$ cat src/rtl/sign_expand_pkg.sv
// Shared definitions for the multi-channel pulse expander.
// Holds the state encoding and the default counter width.
package sign_expand_pkg;

    localparam int DEFAULT_CNT_W = 7;

    typedef logic [1:0] state_t;

    localparam state_t IDLE = 2'b00;
    localparam state_t HOLD = 2'b01;
    localparam state_t LOW  = 2'b10;

endpackage

$ cat src/rtl/sign_expand_chan.sv
// One expander channel: IDLE -> HOLD (output high) -> LOW (dead time) -> IDLE.
// Lengths are latched into shadow registers when a pulse is accepted.
module sign_expand_chan
    import sign_expand_pkg::*;
#(
    parameter int CNT_W = DEFAULT_CNT_W
) (
    input  logic             clock,
    input  logic             reset,
    input  logic             trig,
    input  logic [CNT_W-1:0] hold_len,
    input  logic [CNT_W-1:0] low_len,
    input  logic             retrig,
    input  logic             clear_missed,
    output logic             signal_out,
    output logic             busy,
    output logic             missed,
    output logic [1:0]       state
);

    state_t           state_q;
    state_t           state_d;
    logic [CNT_W-1:0] cnt_q;
    logic [CNT_W-1:0] cnt_d;
    logic [CNT_W-1:0] hold_q;
    logic [CNT_W-1:0] hold_d;
    logic [CNT_W-1:0] low_q;
    logic [CNT_W-1:0] low_d;
    logic [CNT_W-1:0] hold_eff;
    logic             drop;
    logic             out_d;
    logic             busy_d;
    logic             missed_d;

    // A zero hold length still yields a one-cycle pulse.
    assign hold_eff = (hold_len == '0) ? CNT_W'(1) : hold_len;

    always_comb begin
        state_d = state_q;
        cnt_d   = cnt_q;
        hold_d  = hold_q;
        low_d   = low_q;
        drop    = 1'b0;
        case (state_q)
            IDLE: begin
                if (trig) begin
                    state_d = HOLD;
                    cnt_d   = CNT_W'(1);
                    hold_d  = hold_eff;
                    low_d   = low_len;
                end
            end
            HOLD: begin
                if (trig && retrig) begin
                    cnt_d  = CNT_W'(1);
                    hold_d = hold_eff;
                end else begin
                    drop = trig;
                    if (cnt_q >= hold_q) begin
                        if (low_q != '0) begin
                            state_d = LOW;
                            cnt_d   = CNT_W'(1);
                        end else begin
                            state_d = IDLE;
                            cnt_d   = '0;
                        end
                    end else begin
                        cnt_d = cnt_q + CNT_W'(1);
                    end
                end
            end
            LOW: begin
                drop = trig;
                if (cnt_q >= low_q) begin
                    state_d = IDLE;
                    cnt_d   = '0;
                end else begin
                    cnt_d = cnt_q + CNT_W'(1);
                end
            end
            default: begin
                state_d = IDLE;
                cnt_d   = '0;
            end
        endcase
        out_d    = (state_d == HOLD);
        busy_d   = (state_d != IDLE);
        // A drop on the same cycle as a clear still leaves the flag set.
        missed_d = drop | (missed & ~clear_missed);
    end

    always_ff @(posedge clock) begin
        if (!reset) begin
            state_q    <= IDLE;
            cnt_q      <= '0;
            hold_q     <= '0;
            low_q      <= '0;
            signal_out <= 1'b0;
            busy       <= 1'b0;
            missed     <= 1'b0;
        end else begin
            state_q    <= state_d;
            cnt_q      <= cnt_d;
            hold_q     <= hold_d;
            low_q      <= low_d;
            signal_out <= out_d;
            busy       <= busy_d;
            missed     <= missed_d;
        end
    end

    assign state = state_q;

    hold_cnt_range: assert property (@(posedge clock) disable iff (!reset)
        (state_q == HOLD) |-> (cnt_q >= CNT_W'(1) && cnt_q <= hold_q));

    low_cnt_range: assert property (@(posedge clock) disable iff (!reset)
        (state_q == LOW) |-> (cnt_q >= CNT_W'(1) && cnt_q <= low_q));

    out_implies_busy: assert property (@(posedge clock) disable iff (!reset)
        signal_out |-> busy);

endmodule

$ cat src/rtl/sign_expand_multi.sv
// Multi-channel pulse expander: shared edge detector feeding CH independent channels.
// Channels share only the length/mode configuration inputs.
module sign_expand_multi
    import sign_expand_pkg::*;
#(
    parameter int CH    = 4,
    parameter int CNT_W = DEFAULT_CNT_W
) (
    input  logic              clock,
    input  logic              reset,
    input  logic [CH-1:0]     signal_in,
    input  logic [CNT_W-1:0]  hold_len,
    input  logic [CNT_W-1:0]  low_len,
    input  logic              edge_mode,
    input  logic              retrig,
    input  logic              clear_missed,
    output logic [CH-1:0]     signal_out,
    output logic [CH-1:0]     busy,
    output logic [CH-1:0]     missed,
    output logic [2*CH-1:0]   chan_state
);

    logic [CH-1:0] prev_in;
    logic [CH-1:0] trig;

    // History clears on reset so an input already high at release counts as an edge.
    always_ff @(posedge clock) begin
        if (!reset) begin
            prev_in <= '0;
        end else begin
            prev_in <= signal_in;
        end
    end

    assign trig = edge_mode ? (signal_in & ~prev_in) : signal_in;

    for (genvar i = 0; i < CH; i++) begin : g_chan
        sign_expand_chan #(
            .CNT_W(CNT_W)
        ) u_chan (
            .clock        (clock),
            .reset        (reset),
            .trig         (trig[i]),
            .hold_len     (hold_len),
            .low_len      (low_len),
            .retrig       (retrig),
            .clear_missed (clear_missed),
            .signal_out   (signal_out[i]),
            .busy         (busy[i]),
            .missed       (missed[i]),
            .state        (chan_state[2*i +: 2])
        );
    end

endmodule

$ cat config.mk
export PLATFORM = sky130hd
export DESIGN_NAME = sign_expand_multi
export DESIGN_NICKNAME = d
export VERILOG_FILES = /design/src/rtl/sign_expand_pkg.sv /design/src/rtl/sign_expand_chan.sv /design/src/rtl/sign_expand_multi.sv
export SDC_FILE = /design/constraint.sdc
export NUM_CORES = 1
export LEC_CHECK = 0
export ABC_AREA = 0
export CAP_MARGIN = 20
export CELL_PAD_IN_SITES_DETAIL_PLACEMENT = 1
export CELL_PAD_IN_SITES_GLOBAL_PLACEMENT = 2
export CORE_UTILIZATION = 39
export DETAILED_ROUTE_END_ITERATION = 10
export GPL_TIMING_DRIVEN = 1
export PLACE_DENSITY_LB_ADDON = 0.1
export SLEW_MARGIN = 5
export SYNTH_ARGS = -nofsm -noshare
export SYNTH_HDL_FRONTEND = slang
export SYNTH_SLANG_ARGS = --single-unit
$ cat constraint.sdc
create_clock -name clock -period 6 [get_ports clock]
set_clock_uncertainty 0.2 [all_clocks]
set_input_delay 1.5 -clock clock [delete_from_list [all_inputs] [get_ports clock]]
set_output_delay 1.5 -clock clock [all_outputs]
set_load 0.02 [all_outputs]
== Yosys cells after proc, flatten, opt, wreduce, memory -nomap -nowiden ==
Index checks and enable logic that the tools add are counted.
Storage, ports and cells
  register bits after elaboration: 108
  output and inout bits: 20
  logic and storage cells: 171
Cells by class
  $add $sub $neg: 4
  order comparisons: 8
  equal/unequal tests: 20
  muxes and demuxes: 70
  bitwise operators: 11
  reductions and logical operators: 29
Operator list (number)
  2-to-1 mux 7 bit: 25
  one-hot mux 7 bit (3 select lines): 4
  greater-or-equal comparator 7 bit: 8
  one-hot mux 7 bit (2 select lines): 4
  2-to-1 mux 2 bit: 20
  adder 7 x 1 -> 7 bit (second input constant): 4
  nonzero test 7 bit: 4
  one-hot mux 2 bit (3 select lines): 4
  equality test 2 x 1 -> 1 bit (second input constant): 8
  nonzero test 2 bit: 8
  AND reduction 3 bit: 4
  equality test 2 bit (second input constant): 4
  zero test 2 bit: 4
  2-to-1 mux 1 bit: 8
  != test 2 x 1 -> 1 bit (second input constant): 4
  != test 2 bit (second input constant): 4
  one-hot mux 1 bit (2 select lines): 4
  AND reduction 2 bit: 4
  zero test 7 bit: 1
  bitwise AND 1 bit: 4
  bitwise AND 4 bit: 1
  logical AND 1 bit: 4
  2-to-1 mux 4 bit: 1
  NOT 4 bit: 1
  2 further kinds: 5

== Depth between registers and ports, before layout ==
Gate-level depths: netlist of run 1.
  depth after elaboration: 7
  gate-level depth with buffers: 8
  gate-level depth less buffers: 8

== By module ==
A second synthesis of run 1 with hierarchy kept.
Unflattened totals
  cells, all modules: 739
  area, all modules: 6302.3 µm²
Modules (own cells, without submodules)
  sign_expand_chan at g_chan[0].u_chan ...: times used 3, cells each 184, area each 1542.7 µm², seq. area each 520.5 µm²
  sign_expand_chan at g_chan[3].u_chan: times used 1, cells each 175, area each 1539.0 µm², seq. area each 520.5 µm²
  sign_expand_multi: times used 1, cells each 12, area each 135.1 µm², seq. area each 80.1 µm²

== Least setup slack after synthesis of run 1 ==
OpenSTA, ideal clock, no wires.
  path kind: input port to flip-flop
  start: in signal_in[2]
  end: reg g_chan[2].u_chan.cnt_q[5]
  setup time: 0.070 ns
  data arrival time: 2.765 ns
  data required time: 5.730 ns
  slack: 2.965 ns
  stages on the path: 6
  buffers on the path: 1
  path through: a21bo_2 -> and2_1 -> buf_2 -> or3_1 -> a211o_1 -> a21oi_1
On the way
  cells in the longest elaborated chain, start to end: 5
  elaborated cells on any way between the ends: 6
  those cells by class: eq/ne: 1; mux: 3; bitwise: 1; reduce/logical: 1
Ends and longest elaborated chain
  start: declaration: RTL line sign_expand_multi.sv:11  | input logic [CH-1:0] signal_in,
  bitwise AND 4 bit: RTL line sign_expand_multi.sv:35  | assign trig = edge_mode ? (signal_in & ~prev_in) : signal_in;
  2-to-1 mux 4 bit (*): RTL line sign_expand_multi.sv:35
  logical AND 1 bit: RTL line sign_expand_chan.sv:54  | if (trig && retrig) begin
  2-to-1 mux 7 bit: RTL line sign_expand_chan.sv:54
  one-hot mux 7 bit (3 select lines): RTL line sign_expand_chan.sv:44  | case (state_q)
  end signal: assignment: RTL line sign_expand_chan.sv:103  | cnt_q <= cnt_d;
  end: declaration: RTL line sign_expand_chan.sv:23  | logic [CNT_W-1:0] cnt_q;
Every way passes the cells marked *; elsewhere a longest branch is shown, timed or not.
A chain may end at the register's enable or synchronous reset.

== Final worst setup path of run 1 ==
  start: in retrig
  end: reg g_chan[2].u_chan.cnt_q[6]
On the way
  cells in the longest elaborated chain, start to end: 3
Ends and longest elaborated chain
  start: declaration: RTL line sign_expand_multi.sv:15  | input logic retrig,
  logical AND 1 bit: RTL line sign_expand_chan.sv:54
  2-to-1 mux 7 bit: RTL line sign_expand_chan.sv:54
  one-hot mux 7 bit (3 select lines): RTL line sign_expand_chan.sv:44
No other way between the ends.

==> results.txt, run 1 <==
Outcome - finished, final reports clean
Data required time of the worst path - 6.09 ns
CP Capture Type - flop
Vias/cell - 5.46
Row cnt - 45
Number of max-cap violations - 0
Hold Fails Final Rpt - 0
Top FF cell, synth - dfxtp_1
Most common cell after layout, fill and taps aside - dfxtp_1
Routed Antenna Nets - 0
Final WS setup - 2.31 ns
P per Cell Area - 274 nW/µm²
Syn_nets - 855
Pre-CTS WS - 1.99 ns
Worst-margin pin slew - 0.894 ns
Hold Crit Depth - 2
Max Clock Freq - 271 MHz
DIE HEIGHT - 129 µm
Max clock buf depth - 2
DR WL/cell - 17.9 µm
Global-route wire length before repair - 29.3 mm
Post-Place Cells - 978
Grt total ovfl - 0
Post-synth cell types - 52
HPWL after detailed placement - 13.4 mm
Total CTS buffers - 9
Final setup viols - 0
Mapped Cells - 756
Period utilisation layout - 0.614
Yosys warnings - 0
Via count - 5429
Antenna cells - 0
Slew Limit Fails - 0
Peak VDD IR - 0.000151 V
Dominant cells by area after synthesis - dfxtp_1 35%, ha_1 15%, mux2i_1 4.8%
Share of cells above drive strength 1 - 0.0358
Util after Layout - 0.459
DRT iter0 DRCs - 204
Sequential cell area - 2160 µm²
Setup TNS - 0 ns
Yosys top cell area share - 0.346
IO buf count - 42
Critical path class - input pin to flop
GRT Util Overall - 0.229
Mapped cell area - 6250 µm²
Unrepaired setup endpoints after global routing - no
Drt first pass iters - 4
Syn Area/Cell - 8.27 µm²
Die ar. - 16500 µm²
DR DRC count - 0
Placed Area - 6780 µm²
FF+latch count, synth - 108
Total setup buffers inserted after CTS - 0
Fill cell count - 1877
Root buffer cell - clkbuf_16
Post-synth EDFFs - 0
Hold-fix buffers, CTS - 0
Io pins - 43
Class of the worst hold path - flop to flop
Max-Slew Margin vs Limit - 0.402
Fraction of registers with async set/reset - 0
CTS sink cnt - 108
Area of the multi-input gates - 3650 µm²
Die X - 129 µm
Core area - 15400 µm²
Sequential-to-total area share from yosys stat - 0.346
R2r worst-path depth - 8
Initial Util - 0.405
GPL Wtd Cong - 0.785
Cell taking the most area after synthesis - dfxtp_1
Largest net degree at the start of global routing - 59
Skew-Pair Late Insertion Delay - 0.36 ns
Drt total wl - 17.8 mm
Startpoint Class - input pin
Minimum clock period - 3.69 ns
Synth-to-layout area growth - 13.3%
Final #Nets - 877
Finished Layout Cells - 994
Post-route cell area - 7090 µm²
TritonCTS clock tree - built
Most frequent cells in the layout - 108 x dfxtp_1, 80 x nor2_1, 76 x ha_1
H-tree levels - 3
WP data arrival - 3.77 ns
Worst Path Max Fanout - 11
PostCTS Resize Cnt - 0
Worst-path clk slew - 0.07 ns
LEAKAGE - 2.93 nW
Initial antenna violation count - 0
Vias in the first global route - 5697
==> synth_stat cells (2+ instances only) <==
cell type and n:
a211o_1 5, a211oi_1 13, a21boi_1 3, a21o_1 11
a21oi_1 51, a221o_1 2, a221oi_2 2, a31o_2 3
a31oi_1 20, a32oi_1 3, a41oi_1 2, and2_1 7
and3_1 15, and4_1 2, buf_2 3, buf_4 12
clkbuf_1 19, dfxtp_1 108, ha_1 76, inv_1 71
mux2i_1 30, nand2_1 60, nand2b_1 12, nand3_1 40
nand3b_1 4, nand4_1 8, nand4b_1 2, nor2_1 80
nor2b_1 9, nor3_1 7, nor3b_1 3, nor4_1 7
o2111ai_1 2, o211ai_1 4, o21a_1 4, o21ai_0 31
o21bai_1 2, o221ai_1 2, o41ai_1 2, or3_1 2
xnor2_1 2, xor2_1 5
==> state kept, by name, indices dropped and copies added, names as in the netlist <==
signal / flops
g_chan.u_chan.busy: 4
g_chan.u_chan.cnt_q: 28
g_chan.u_chan.hold_q: 28
g_chan.u_chan.low_q: 28
g_chan.u_chan.missed: 4
g_chan.u_chan.signal_out: 4
g_chan.u_chan.state: 8
prev_in: 4
==> metrics by stage <==
stage               hold WS, ns  power (mW)
detailed placement        0.256        1.33
global route              0.287        2.05
CTS                       0.267        1.97
floorplan                 0.236        1.18
global placement          0.248        1.31
finish                    0.262        1.94
==> worst max-delay path, stage by stage <==
cell,delay (ns)
clkdlybuf4s50_1,0.70
inv_1,0.38
o21ai_0,0.23
nand3b_1,0.21
o21ai_1,0.42
a41oi_1,0.18
a31oi_1,0.15
==> final timing paths <==
check,start,end,slack [ns]
max,retrig,g_chan[2].u_chan.cnt_q[6],2.31
min reg2reg,g_chan[2].u_chan.low_q[5],g_chan[2].u_chan.low_q[5],0.26
max reg2reg,g_chan[3].u_chan.cnt_q[0],g_chan[3].u_chan.signal_out,3.28
min,g_chan[2].u_chan.low_q[5],g_chan[2].u_chan.low_q[5],0.26
==> routing by layer <==
metal  track usage  wire, µm
met1         0.274      8220
met2         0.414      8760
met3        0.0366       378
met4        0.0796       408
met5             0         0
==> cell families after synthesis <==
kind of cell,after synthesis,synth area share
AND/OR/NAND/NOR,260,0.198
AO/OA/AOI/OAI,170,0.175
flip-flops,108,0.346
buffers and inverters,105,0.0708
adder cells (fa/ha/maj),76,0.152
multiplexers,30,0.0480
XOR/XNOR,7,0.00980
==> cell type report <==
cell class | count | area share
inverters | 71 | 0.0376
repair buffers | 45 | 0.0625
flip-flops and latches | 108 | 0.305
clock inverters | 4 | 0.00671
clock buffers | 12 | 0.0362
well taps | 211 | 0.0372
multi-input cells | 543 | 0.515
==> where the power goes <==
part	internal (mW)	switching, mW	total (mW)	leakage (nW)
Clock	0.346	0.281	0.627	0.149
Sequential	0.777	0.0447	0.822	0.884
Combinational	0.198	0.296	0.493	1.89
Total	1.32	0.622	1.94	2.93
Note: power is estimated with default switching activity, not from simulation.
==> run 2: changes to the inputs <==
--- a/config.mk
+++ b/config.mk
@@ -9,7 +9,7 @@
 export CAP_MARGIN = 20
 export CELL_PAD_IN_SITES_DETAIL_PLACEMENT = 1
 export CELL_PAD_IN_SITES_GLOBAL_PLACEMENT = 2
-export CORE_UTILIZATION = 39
+export CORE_UTILIZATION = 33
 export DETAILED_ROUTE_END_ITERATION = 10
 export GPL_TIMING_DRIVEN = 1
 export PLACE_DENSITY_LB_ADDON = 0.1
==> constraint.sdc (replaced) <==
create_clock -name clock -period 3.3 [get_ports clock]
set_clock_uncertainty 0.2 [all_clocks]
set_input_delay 0.825 -clock clock [delete_from_list [all_inputs] [get_ports clock]]
set_output_delay 0.825 -clock clock [all_outputs]
set_load 0.02 [all_outputs]
==> run 2 against run 1 <==
Largest power group unchanged. Highest routed layer unchanged. Critical path type is now flop to flop. Critical path depth grew 1. Wire length increased by 1.0%. Clock-buffer cell count is the same. Clock power is 80% higher. Power grew 83%. First-iteration DRC count down 25%. Sequential cell count stayed put. Die area grew 18%. Cell count is 3.4% higher.
==> results.txt, run 2 (synthesis gave the netlist of run 1 again) <==
Initial Util - 0.342 (-0.0631)
Vias/cell - 5.26 (-3.6%)
WP data arrival - 2.81 ns (-0.96 ns)
Grt total ovfl - 0 (unchanged)
Drt total wl - 18.0 mm (+1.0%)
Max Clock Freq - 358 MHz
Total CTS buffers - 9 (unchanged)
H-tree levels - 3 (unchanged)
Final setup viols - 0 (unchanged)
HPWL after detailed placement - 13.6 mm (+1.9%)
Biggest regs - g_chan.u_chan.cnt_q x28, g_chan.u_chan.hold_q x28, g_chan.u_chan.low_q x28
Minimum clock period - 2.79 ns
Core area - 18300 µm² (+18%)
Most common cell after layout, fill and taps aside - dfxtp_1
Worst-path clk slew - 0.07 ns (about the same)
Final #Nets - 893 (+1.8%)
Row cnt - 49 (+8.9%)
Vias in the first global route - 5761 (+1.1%)
DIE HEIGHT - 140 µm (+8.6%)
Die X - 140 µm (+8.6%)
Root buffer cell - clkbuf_16
Initial antenna violation count - 0 (unchanged)
Global-route wire length before repair - 29.8 mm (+1.5%)
Slowest-stage cell, CP - a211oi_1
Data required time of the worst path - 3.32 ns (-2.77 ns)
Setup TNS - 0 ns (unchanged)
Unrepaired setup endpoints after global routing - no
Class of the worst hold path - flop to flop
Die ar. - 19500 µm² (+18%)
GRT Util Overall - 0.194 (-0.0346)
Slew Limit Fails - 0 (unchanged)
TritonCTS clock tree - built
Outcome - finished, final reports clean
Synth-to-layout area growth - 15.6%
PostCTS Resize Cnt - 0 (unchanged)
CP peak stage delay - 0.52 ns (-0.18 ns)
Worst-margin pin slew - 0.612 ns (-0.282 ns)
Post-Place Cells - 1012 (+3.5%)
Max-Slew Margin vs Limit - 0.590 (+0.188)
DR WL/cell - 17.5 µm (-2.3%)
Fill cell count - 2185 (+16%)
Worst path cell trace - inv_1, ha_1, nand2b_1, a211o_1, a211oi_1, a21oi_1, o211ai_1, a211oi_1
Total setup buffers inserted after CTS - 0 (unchanged)
Routed Antenna Nets - 0 (unchanged)
Period utilisation layout - 0.846
CTS sink cnt - 108 (unchanged)
Crit-path leading delay family - compound AO/OA/AOI/OAI gates
Share of cells above drive strength 1 - 0.0551 (+0.0193)
Skew-Pair Late Insertion Delay - 0.35 ns (about the same)
Most used cell, CP - a211oi_1
Critical path class - flop to flop
Hold Fails Final Rpt - 0 (unchanged)
Io pins - 43 (unchanged)
Startpoint Class - flop
Drt first pass iters - 5 (+1)
DRT iter0 DRCs - 153 (-25%)
GPL Wtd Cong - 0.778 (-0.78%)
CP Capture Type - flop
Worst Path Max Fanout - 6 (-5)
Hold-fix buffers, CTS - 0 (unchanged)
Most frequent cells in the layout - 108 x dfxtp_1, 80 x nor2_1, 76 x ha_1
Largest net degree at the start of global routing - 31 (-47%)
IO buf count - 42 (unchanged)
Antenna cells - 0 (unchanged)
Finished Layout Cells - 1028 (+3.4%)
Max clock buf depth - 2 (unchanged)
DR DRC count - 0 (unchanged)
P per Cell Area - 491 nW/µm² (+79%)
LEAKAGE - 3.00 nW (+2.7%)
Via count - 5411 (-0.33%)
Buf+Inv Stages, Crit Path - 1 (-1)
Number of max-cap violations - 0 (unchanged)
Peak VDD IR - 0.000266 V (+76%)
[run 2: cell types whose count changed in the layout (fill, tap and decap cells not counted)]
| cell | previous run | this run |
|---|---|---|
| buf_4 | 3 | 19 |
[run 2: metrics by stage]
step                       util  power (mW)  cell area [µm²]  setup slack [ns]  hold WS [ns]
after global routing      0.396        3.78             7230             0.237         0.290
after floorplan               -        2.15             6250             0.940         0.236
final                     0.396        3.55             7230             0.509         0.261
after CTS                 0.396        3.61             7230             0.469         0.262
after global placement    0.379        2.42             6930             0.193         0.250
after detailed placement  0.379        2.46             6930             0.148         0.252
[run 2: layer usage]
metal / share of wire / global-route usage / wire [µm]
met1: 0.48 / 0.244 / 8580
met5: 0 / 0 / 0
met2: 0.48 / 0.338 / 8680
met3: 0.022 / 0.0389 / 403
met4: 0.016 / 0.0509 / 281
[run 2: final cells by class]
class                   count  area [µm²]  share of cell area
repair buffers             61         563              0.0779
inverters                  71         267              0.0369
clock buffers              12         256              0.0355
flip-flops and latches    108        2160               0.299
well taps                 229         287              0.0396
clock inverters             4        47.5             0.00658
multi-input cells         543        3650               0.505
[run 2: where the power goes]
part	internal (mW)	switching (mW)
registers	1.41	0.0795
logic	0.388	0.538
clock network	0.629	0.500
[run 2: worst paths after layout]
kind / startpoint / slack (ns) / endpoint / cells after the start
worst max-delay path: g_chan[3].u_chan.cnt_q[0] / 0.51 / g_chan[3].u_chan.signal_out / 8
worst min-delay path: g_chan[2].u_chan.low_q[2] / 0.26 / g_chan[2].u_chan.low_q[2] / 2
worst max register to register: g_chan[3].u_chan.cnt_q[0] / 0.51 / g_chan[3].u_chan.signal_out / 8
worst min register to register: g_chan[2].u_chan.low_q[2] / 0.26 / g_chan[2].u_chan.low_q[2] / 2
[run 2: worst register-to-register path: cells and delay by family, from the launching register on]
| kind | cells | cell delay, ns |
|---|---|---|
| compound gates | 5 | 1.46 |
| fa+ha+maj | 1 | 0.28 |
| buf+inv | 1 | 0.11 |
| flops | 1 | 0.46 |
| simple gates | 1 | 0.15 |
==> run 3: changes to the inputs <==
--- a/config.mk
+++ b/config.mk
@@ -9,7 +9,7 @@
 export CAP_MARGIN = 20
 export CELL_PAD_IN_SITES_DETAIL_PLACEMENT = 1
 export CELL_PAD_IN_SITES_GLOBAL_PLACEMENT = 2
-export CORE_UTILIZATION = 33
+export CORE_UTILIZATION = 36
 export DETAILED_ROUTE_END_ITERATION = 10
 export GPL_TIMING_DRIVEN = 1
 export PLACE_DENSITY_LB_ADDON = 0.1
==> constraint.sdc (replaced) <==
create_clock -name clock -period 2.62 [get_ports clock]
set_clock_uncertainty 0.2 [all_clocks]
set_input_delay 0.655 -clock clock [delete_from_list [all_inputs] [get_ports clock]]
set_output_delay 0.655 -clock clock [all_outputs]
set_load 0.02 [all_outputs]
==> run 3 against run 2 <==
First-iteration DRC count up 22%. Sequential power rose by 26%. Largest cell class unchanged. Power grew 32%. Fmax grew 16%. Sequential cell count unchanged. Combinational power up 41%. Clock power grew 33%. Via count grew 4.0%. Worst setup slack lost 0.30 ns. Clock-buffer cell count is 2 lower. Sequential share of layout area is 1.5 points lower. Hold slack better by 0.010 ns.
==> results.txt, run 3 (synthesis gave the netlist of run 1 again) <==
Number of max-cap violations - 0 (unchanged)
H-tree levels - 3 (unchanged)
Worst Path Max Fanout - 8 (+2)
Row cnt - 47 (-4.1%)
Total setup buffers inserted after CTS - 0 (unchanged)
Buf+Inv Stages, Crit Path - 1 (unchanged)
LEAKAGE - 3.23 nW (+7.5%)
Skew-Pair Late Insertion Delay - 0.36 ns (about the same)
Unrepaired setup endpoints after global routing - no
Period utilisation layout - 0.922 (+0.0757)
Biggest regs - g_chan.u_chan.cnt_q x28, g_chan.u_chan.hold_q x28, g_chan.u_chan.low_q x28
TritonCTS clock tree - built
Slowest-stage cell, CP - dfxtp_1
Min Hold Slack - 0.271 ns (+0.0102 ns)
Max clock buf depth - 2 (unchanged)
DR WL/cell - 18.0 µm (+3.3%)
Outcome - finished, final reports clean
Worst-margin pin slew - 0.510 ns (-0.102 ns)
Drt first pass iters - 4 (-1)
Initial Util - 0.373 (+0.0308)
CP peak stage delay - 0.37 ns (-0.15 ns)
Synth-to-layout area growth - 21.8%
Max-Slew Margin vs Limit - 0.660 (+0.0705)
GPL Wtd Cong - 0.846 (+8.7%)
Routed Antenna Nets - 0 (unchanged)
Die X - 134 µm (-4.2%)
Most common cell after layout, fill and taps aside - dfxtp_1
Worst-path clk slew - 0.07 ns (about the same)
Initial antenna violation count - 0 (unchanged)
Setup TNS - 0 ns (unchanged)
Peak VDD IR - 0.000417 V (+57%)
DR DRC count - 0 (unchanged)
Final #Nets - 935 (+4.7%)
CTS sink cnt - 108 (unchanged)
Vias in the first global route - 6088 (+5.7%)
Global-route wire length before repair - 31.4 mm (+5.3%)
DRT iter0 DRCs - 187 (+22%)
IO buf count - 42 (unchanged)
Root buffer cell - clkbuf_16
Crit-path leading delay family - compound AO/OA/AOI/OAI gates
Most frequent cells in the layout - 105 x dfxtp_1, 80 x nor2_1, 76 x ha_1
Hold wc startpoint - g_chan[2].u_chan.low_q[4]
Minimum clock period - 2.41 ns (-0.377 ns)
R2r startpoint - g_chan[1].u_chan.low_q[5]
Share of cells above drive strength 1 - 0.109 (+0.0543)
Die ar. - 17900 µm² (-8.2%)
Drt total wl - 19.1 mm (+6.6%)
Final setup viols - 0 (unchanged)
Vias/cell - 5.30 (+0.76%)
Antenna cells - 0 (unchanged)
Slew Limit Fails - 0 (unchanged)
Max Clock Freq - 414 MHz (+16%)
Crit path from - g_chan[1].u_chan.low_q[5]
HPWL after detailed placement - 14.6 mm (+7.2%)
WP data arrival - 2.49 ns (-0.32 ns)
GRT Util Overall - 0.227 (+0.0321)
P per Cell Area - 615 nW/µm² (+25%)
Startpoint Class - flop
Largest net degree at the start of global routing - 36 (+16%)
Critical path class - flop to flop
Total CTS buffers - 9 (unchanged)
Hold-fix buffers, CTS - 0 (unchanged)
Core area - 16800 µm² (-8.3%)
Worst path cell trace - inv_1, ha_1, a21o_1, a221o_1, a31oi_2, a31o_2, nand2_1, o21ai_0
CP Capture Type - flop
Class of the worst hold path - flop to flop
Via count - 5627 (+4.0%)
Data required time of the worst path - 2.70 ns (-0.62 ns)
DIE HEIGHT - 134 µm (-4.2%)
Grt total ovfl - 0 (unchanged)
Io pins - 43 (unchanged)
Hold Fails Final Rpt - 0 (unchanged)
## run 3: cell types whose count changed in the layout (fill, tap and decap cells not counted)
cell	change
dfxtp_1	-3
nor3_2	+2
buf_4	+38
dfxtp_2	+3
nor3_1	-2
clkinv_4	+1
clkinv_2	-1
clkinvlp_4	+1
a31oi_2	+1
a31oi_1	-1
bufinv_16	+1
buf_12	+4
clkbuf_8	-2
## run 3: path summary, 6_finish.rpt
path                            cells past startpoint  slack [ns]                        end
worst max-delay path                                8        0.21  g_chan[1].u_chan.cnt_q[4]
worst min-delay path                                2        0.27  g_chan[2].u_chan.low_q[4]
worst max register to register                      8        0.21  g_chan[1].u_chan.cnt_q[4]
worst min register to register                      2        0.27  g_chan[2].u_chan.low_q[4]
## run 3: metrics by stage
stage	instances	instance area (µm²)	setup WS [ns]	util	power (mW)
floorplan	756	6250	0.392	-	2.71
global placement	1045	7280	-0.101	0.434	3.16
detailed placement	1045	7280	-0.147	0.434	3.21
CTS	1061	7600	0.151	0.453	4.73
global route	1061	7620	0.0178	0.455	4.95
finish	1061	7620	0.206	0.455	4.69
## run 3: routing by layer
layer | wire length, µm | global-route usage | up-vias
met2 | 9350 | 0.398 | 65
met1 | 8800 | 0.276 | 2723
met3 | 411 | 0.0351 | 36
met4 | 580 | 0.0884 | 0
met5 | 0 | 0 | -
li1 | - | - | 2803
## run 3: worst register-to-register path: stages, from the launching register on
cell and delay, ns:
dfxtp_1 0.37, inv_1 0.07, ha_1 0.32, a21o_1 0.19, a221o_1 0.37, a31oi_2 0.23
a31o_2 0.25, nand2_1 0.12, o21ai_0 0.21
## run 3: final cells by class
| cell class | instances | area, µm² |
|---|---|---|
| Timing Repair Buffer | 103 | 928 |
| Clock buffer | 10 | 229 |
| Inverter | 71 | 267 |
| Clock inverter | 6 | 88.8 |
| Tap cell | 220 | 275 |
| Multi-Input combinational cell | 543 | 3660 |
| Sequential cell | 108 | 2170 |
| Fill cell | 2009 | 9140 |
## run 3: where the power goes
part,leakage [nW],switching (mW),internal (mW)
Clock,0.149,0.663,0.840
Combinational,2.20,0.727,0.582
Sequential,0.885,0.0940,1.78
Total,3.23,1.48,3.20
## run 3: what timing repair did
| action | in CTS | in global routing |
|---|---|---|
| endpoints found under the setup margin | 0 | 6 |
| endpoints found under the hold margin | 0 | 0 |
| resized for setup | 0 | 6 |
==> variant 1, RTL diff (flow settings as in run 2) <==
Put a register stage on the output `missed`, with the module's reset. The value now appears one clock later. The other outputs are not delayed to match.
--- a/src/rtl/sign_expand_multi.sv
+++ b/src/rtl/sign_expand_multi.sv
@@ -19,6 +19,8 @@
     output logic [CH-1:0]     missed,
     output logic [2*CH-1:0]   chan_state
 );
+
+    logic [CH-1:0] missed_c;
 
     logic [CH-1:0] prev_in;
     logic [CH-1:0] trig;
@@ -47,10 +49,18 @@
             .clear_missed (clear_missed),
             .signal_out   (signal_out[i]),
             .busy         (busy[i]),
-            .missed       (missed[i]),
+            .missed       (missed_c[i]),
             .state        (chan_state[2*i +: 2])
         );
     end
 
+    always_ff @(posedge clock) begin
+        if (!reset) begin
+            missed <= '0;
+        end else begin
+            missed <= missed_c;
+        end
+    end
+
 endmodule
 
Formal check against the unedited RTL: not equivalent (a bounded check fails within 4 cycles, from zero or initial values and one cycle with reset low).
==> variant 1 against run 2 <==
First-iteration DRC count increased by 13%; sequential cell count increased by 4; utilization decreased by 0.29 points; synthesized area increased by 2.9%; non-clock buffer count decreased by 3; combinational power increased by 4.4%; wire length increased by 5.1%; power increased by 1.0%; via count increased by 2.1%; setup slack improved by 70 ps; cell count increased by 3.6%; hold slack improved by 2.2 ps; sequential power increased by 4%; design area increased by 2.7%; highest routed layer unchanged.
==> variant 1: results (changes against run 2) <==
=============================================================================
Global-route track usage on met1                                        24.4%   about the same
Detailed route wirelength on metal3                                    290 µm   was 403 µm
Actual slew at the worst max-slew pin                                  812 ps   was 612 ps
Power spent charging and discharging nets                             1.19 mW   was 1.12 mW
Combinational group share of total power                                27.0%   was 26.1%
Number of standard cells in the final layout excluding fillers           1065   was 1028
Cell with the biggest individual delay on the critical path         a2111oi_0   was a211oi_1
DRT iter0 DRCs                                                            173   was 153
Fraction of layout cells with a size suffix above 1                     5.09%   was 5.51%
First-pass iteration count of the detailed router                           4   was 5
Via count of the first global-routing pass                               5933   was 5761
Placed cell areas                                                    7150 µm²   was 6930 µm²
Wire length of the first global-routing pass                          30.8 mm   was 29.8 mm
Detailed-routed wire length on met2                                   9.20 mm   was 8.68 mm
Count of mapped cells out of synthesis                                    765   was 756
Status                                                           complete, no violations   unchanged
Number of instances in the placed design                                 1049   was 1012
Number of vias in the routed layout                                      5526   was 5411
Maximum number of pins on one net before global-route repair               71   was 31
Routability cong.                                                       0.793   was 0.778
Worst hold endpoint                                              missed[2]$_SDFF_PN0_   was g_chan[2].u_chan.low_q[2]$_SDFFE_PN0P_
Combined global-route utilization of all metal layers                   19.8%   was 19.4%
Maximum resistive drop on vdd                                          224 µV   was 266 µV
Top cells by area, synth                                         dfxtp_1 (35%), ha_1 (15%), nand2_1 (4.7%)   was dfxtp_1 (35%), ha_1 (15%), mux2i_1 (4.8%)
CP max FO                                                                   9   was 6
Combinational group power                                            0.967 mW   was 0.926 mW
Share of total power in sequential cells                                43.2%   was 42.1%
Number of nets in the layout                                              899   was 893
GR Layer Usage met3                                                     2.90%   was 3.89%
Worst hold path startpoint                                       g_chan[2].u_chan.missed$_SDFF_PN0_   was g_chan[2].u_chan.low_q[2]$_SDFFE_PN0P_
Count of fill cells added during filler insertion                        2245   was 2185
Number of nets in the synthesized netlist                                 864   was 855
Most frequent cells after synthesis                              dfxtp_1 (112), nand2_1 (80), ha_1 (76)   was dfxtp_1 (108), nor2_1 (80), ha_1 (76)
Tcrit/Tclk final                                                        82.5%   was 84.6%
Capturing point of the worst reg2reg path                        g_chan[3].u_chan.cnt_q[5]$_SDFFE_PN0P_   was g_chan[3].u_chan.signal_out$_SDFF_PN0_
Met2 Track Usage GR                                                     35.0%   was 33.8%
Largest stage delay on the critical path                               490 ps   was 520 ps
=============================================================================
## variant 1: cell types whose count changed after synthesis, moves of 5 or more
cell,run 2,this run
nor2_1,80,52
nand2_1,60,80
o21ai_0,31,14
and2_1,7,16
nand3_1,40,49
a21o_1,11,3
o31ai_1,0,6
and3_1,15,10
o211ai_1,4,9
o21ai_1,1,6
## variant 1: area by class of cell
cell class	instances	area [µm²]	share of cell area (%)
flip-flops and latches	112	2240	30.2
clock inverters	4	30.0	0.405
multi-input cells	548	3760	50.6
repair buffers	58	553	7.45
inverters	71	267	3.59
well taps	260	325	4.38
clock buffers	12	246	3.32
## variant 1: logic make-up after synthesis
family	after synthesis	synth area share (%)
compound gates	167	18.1
flops	112	34.9
fa+ha+maj	76	14.8
mux	29	4.51
buf+inv	105	6.69
simple gates	273	20.7
xor+xnor	3	0.409
==> variant 2, RTL diff (flow settings as in run 2) <==
Made on the original files. `HOLD`: 2'b01 -> 2'b00.
--- a/src/rtl/sign_expand_pkg.sv
+++ b/src/rtl/sign_expand_pkg.sv
@@ -7,7 +7,7 @@
     typedef logic [1:0] state_t;
 
     localparam state_t IDLE = 2'b00;
-    localparam state_t HOLD = 2'b01;
+    localparam state_t HOLD = 2'b00;
     localparam state_t LOW  = 2'b10;
 
 endpackage
Function: changed (a bounded check fails within 4 cycles, from zero or initial values and one cycle with reset low).
==> variant 2 against run 2 <==
The flow now finishes with violations (design-rule violations); register-to-register slack better by 520 ps; fmax is 9.4% higher; combinational power is 81% lower; utilization is 0.60 points higher; setup slack better by 240 ps; power is 41% lower; count of clock-buffer cells in the layout stayed put; critical path depth is 2 lower; wire length is 49% lower; sequential cell count is 28 lower; design area is 36% lower; synthesized area is 37% lower; via count is 44% lower; clock power is 19% lower; critical path type is now primary input to flip-flop; highest routed layer unchanged.
==> variant 2: results (changes against run 2) <==
============================================================================
Most frequent cells after synthesis                             dfxtp_1 (80), inv_1 (36), ha_1 (32)   was dfxtp_1 (108), nor2_1 (80), ha_1 (76)
Worst hold endpoint                                             g_chan[0].u_chan.low_q[2]$_SDFFE_PN0P_   was g_chan[2].u_chan.low_q[2]$_SDFFE_PN0P_
Maximum number of pins on one net before global-route repair              50   was 31
Number of distinct library cells after synthesis                          49   was 52
Arrival time worst endpoint                                          2580 ps   was 2810 ps
Top cells by area, synth                                        dfxtp_1 (41%), ha_1 (10%), mux2i_1 (5.3%)   was dfxtp_1 (35%), ha_1 (15%), mux2i_1 (4.8%)
Violated checks                                                 design-rule violations
Cell with the biggest individual delay on the critical path     clkdlybuf4s50_1   was a211oi_1
Sequential-to-total area share from yosys stat                         40.6%   was 34.6%
CTS Hold Buffers Added                                                     0   unchanged
Root buffer cell                                                   clkbuf_16   unchanged
Fraction of layout cells with a size suffix above 1                    6.90%   was 5.51%
Number of nets in the layout                                             514   was 893
Leak Pwr                                                             1.85 nW   was 3.00 nW
Status                                                          finished, violations left   was complete, no violations
Slack of the worst reg-to-reg path                                   1030 ps   was 510 ps
Count of flip-flops with a built-in enable after synthesis                 0   unchanged
Count of fill cells added during filler insertion                       1333   was 2185
Antenna violations before repair                                           0   unchanged
Fraction of registers with async set or reset after synthesis             0%   unchanged
R2r worst-path depth                                                       7   was 8
CP max FO                                                                  5   was 6
Via count of the first global-routing pass                              3189   was 5761
Quantity of gates resized following cts                                    0   unchanged
Number of vias in the routed layout                                     3015   was 5411
Overall routed net length                                            9.09 mm   was 18.0 mm
Main synth FF type                                                   dfxtp_1   unchanged
Worst hold path startpoint                                      g_chan[0].u_chan.low_q[2]$_SDFFE_PN0P_   was g_chan[2].u_chan.low_q[2]$_SDFFE_PN0P_
Largest stage delay on the critical path                              580 ps   was 520 ps
First-pass iteration count of the detailed router                          7   was 5
DRT iter0 DRCs                                                            67   was 153
Worst-case hold slack                                                 255 ps   was 261 ps
Maximum resistive drop on vdd                                         202 µV   was 266 µV
Slew margin rel.                                                       44.9%   was 59.0%
Post-route DRC                                                             4   was 0
Capturing point of the worst reg2reg path                       g_chan[2].u_chan.cnt_q[2]$_SDFFE_PN0P_   was g_chan[3].u_chan.signal_out$_SDFF_PN0_
Estimated wirelength of the detail-placed design                     6.69 mm   was 13.6 mm
Critical R2R Launch                                             g_chan[2].u_chan.cnt_q[0]$_SDFFE_PN0P_   was g_chan[3].u_chan.cnt_q[0]$_SDFFE_PN0P_
Combined global-route utilization of all metal layers                  16.2%   was 19.4%
Routability cong.                                                      0.768   was 0.778
Wire length of the first global-routing pass                         15.7 mm   was 29.8 mm
PortBufs                                                                  34   was 42
Total CTS buffers                                                          9   unchanged
============================================================================
variant 2: cell types whose count changed after synthesis, sizes merged, moves of 17 or more:
| cell | before | now |
|---|---|---|
| nor2 | 81 | 27 |
| nor2b | 9 | 26 |
| o21ai | 32 | 9 |
| nand2 | 60 | 26 |
| a21oi | 51 | 5 |
| dfxtp | 108 | 80 |
| inv | 71 | 40 |
| ha | 76 | 32 |
| nand3 | 40 | 20 |
variant 2: worst max-delay path by stage:
stage / start / to / slack [ps] / cells after the start
finish: edge_mode / g_chan[2].u_chan.cnt_q[5]$_SDFFE_PN0P_ / 750 / 6
floorplan: signal_in[3] / g_chan[3].u_chan.cnt_q[4]$_SDFFE_PN0P_ / 1250 / 5
detailed placement: edge_mode / g_chan[2].u_chan.cnt_q[5]$_SDFFE_PN0P_ / 350 / 6
CTS: edge_mode / g_chan[2].u_chan.cnt_q[5]$_SDFFE_PN0P_ / 710 / 6
global placement: edge_mode / g_chan[2].u_chan.cnt_q[5]$_SDFFE_PN0P_ / 390 / 6
global route: edge_mode / g_chan[2].u_chan.cnt_q[5]$_SDFFE_PN0P_ / 650 / 6
variant 2: layer usage:
layer / vias to the layer above / wire length (µm) / track usage (%)
li1: 1545 / - / -
met1: 1437 / 4370 / 20.0
met2: 24 / 4390 / 27.6
met3: 9 / 155 / 2.62
met4: 0 / 171 / 7.57
met5: - / 0 / 0
variant 2: power by group:
group	internal [mW]	switching [mW]
clock	0.525	0.393
sequential	0.993	0.0168
combinational	0.0815	0.0960
variant 2: worst register-to-register path: stages, from the launching register on:
cell and delay, ps:
dfxtp_1 390, inv_1 80, ha_1 270, nand2b_1 140
a211o_1 330, a21oi_4 330, nand2_2 190, o311ai_2 270
variant 2: cell type report:
cell class,instances,share of cell area [%]
clock buffers,12,5.33
clock inverters,4,0.433
inverters,40,3.24
multi-input cells,290,44.6
flip-flops and latches,80,34.6
well taps,143,3.87
repair buffers,38,7.90
variant 2: through the flow:
stage	power [mW]	instance area [µm²]	util, %	worst slack (ps)	cells
final	2.10	4630	40.2	748	607
after floorplan	1.15	3950	-	1250	434
after CTS	2.15	4630	40.2	711	607
after global routing	2.21	4630	40.2	651	607
after global placement	1.21	4360	37.9	385	591
after detailed placement	1.21	4360	37.9	351	591
variant 2: cell families (layout without fill, tap and decap cells):
| family | count (synthesis) | in the layout | synth area share (%) |
|---|---|---|---|
| simple gates | 155 | 155 | 21.2 |
| flops | 80 | 80 | 40.6 |
| compound gates | 73 | 73 | 14.2 |
| buf+inv | 64 | 94 | 7.27 |
| fa+ha+maj | 32 | 32 | 10.2 |
| mux | 21 | 21 | 5.33 |
| xor+xnor | 5 | 5 | 1.11 |
| other cells | 1 | 4 | 0.0951 |
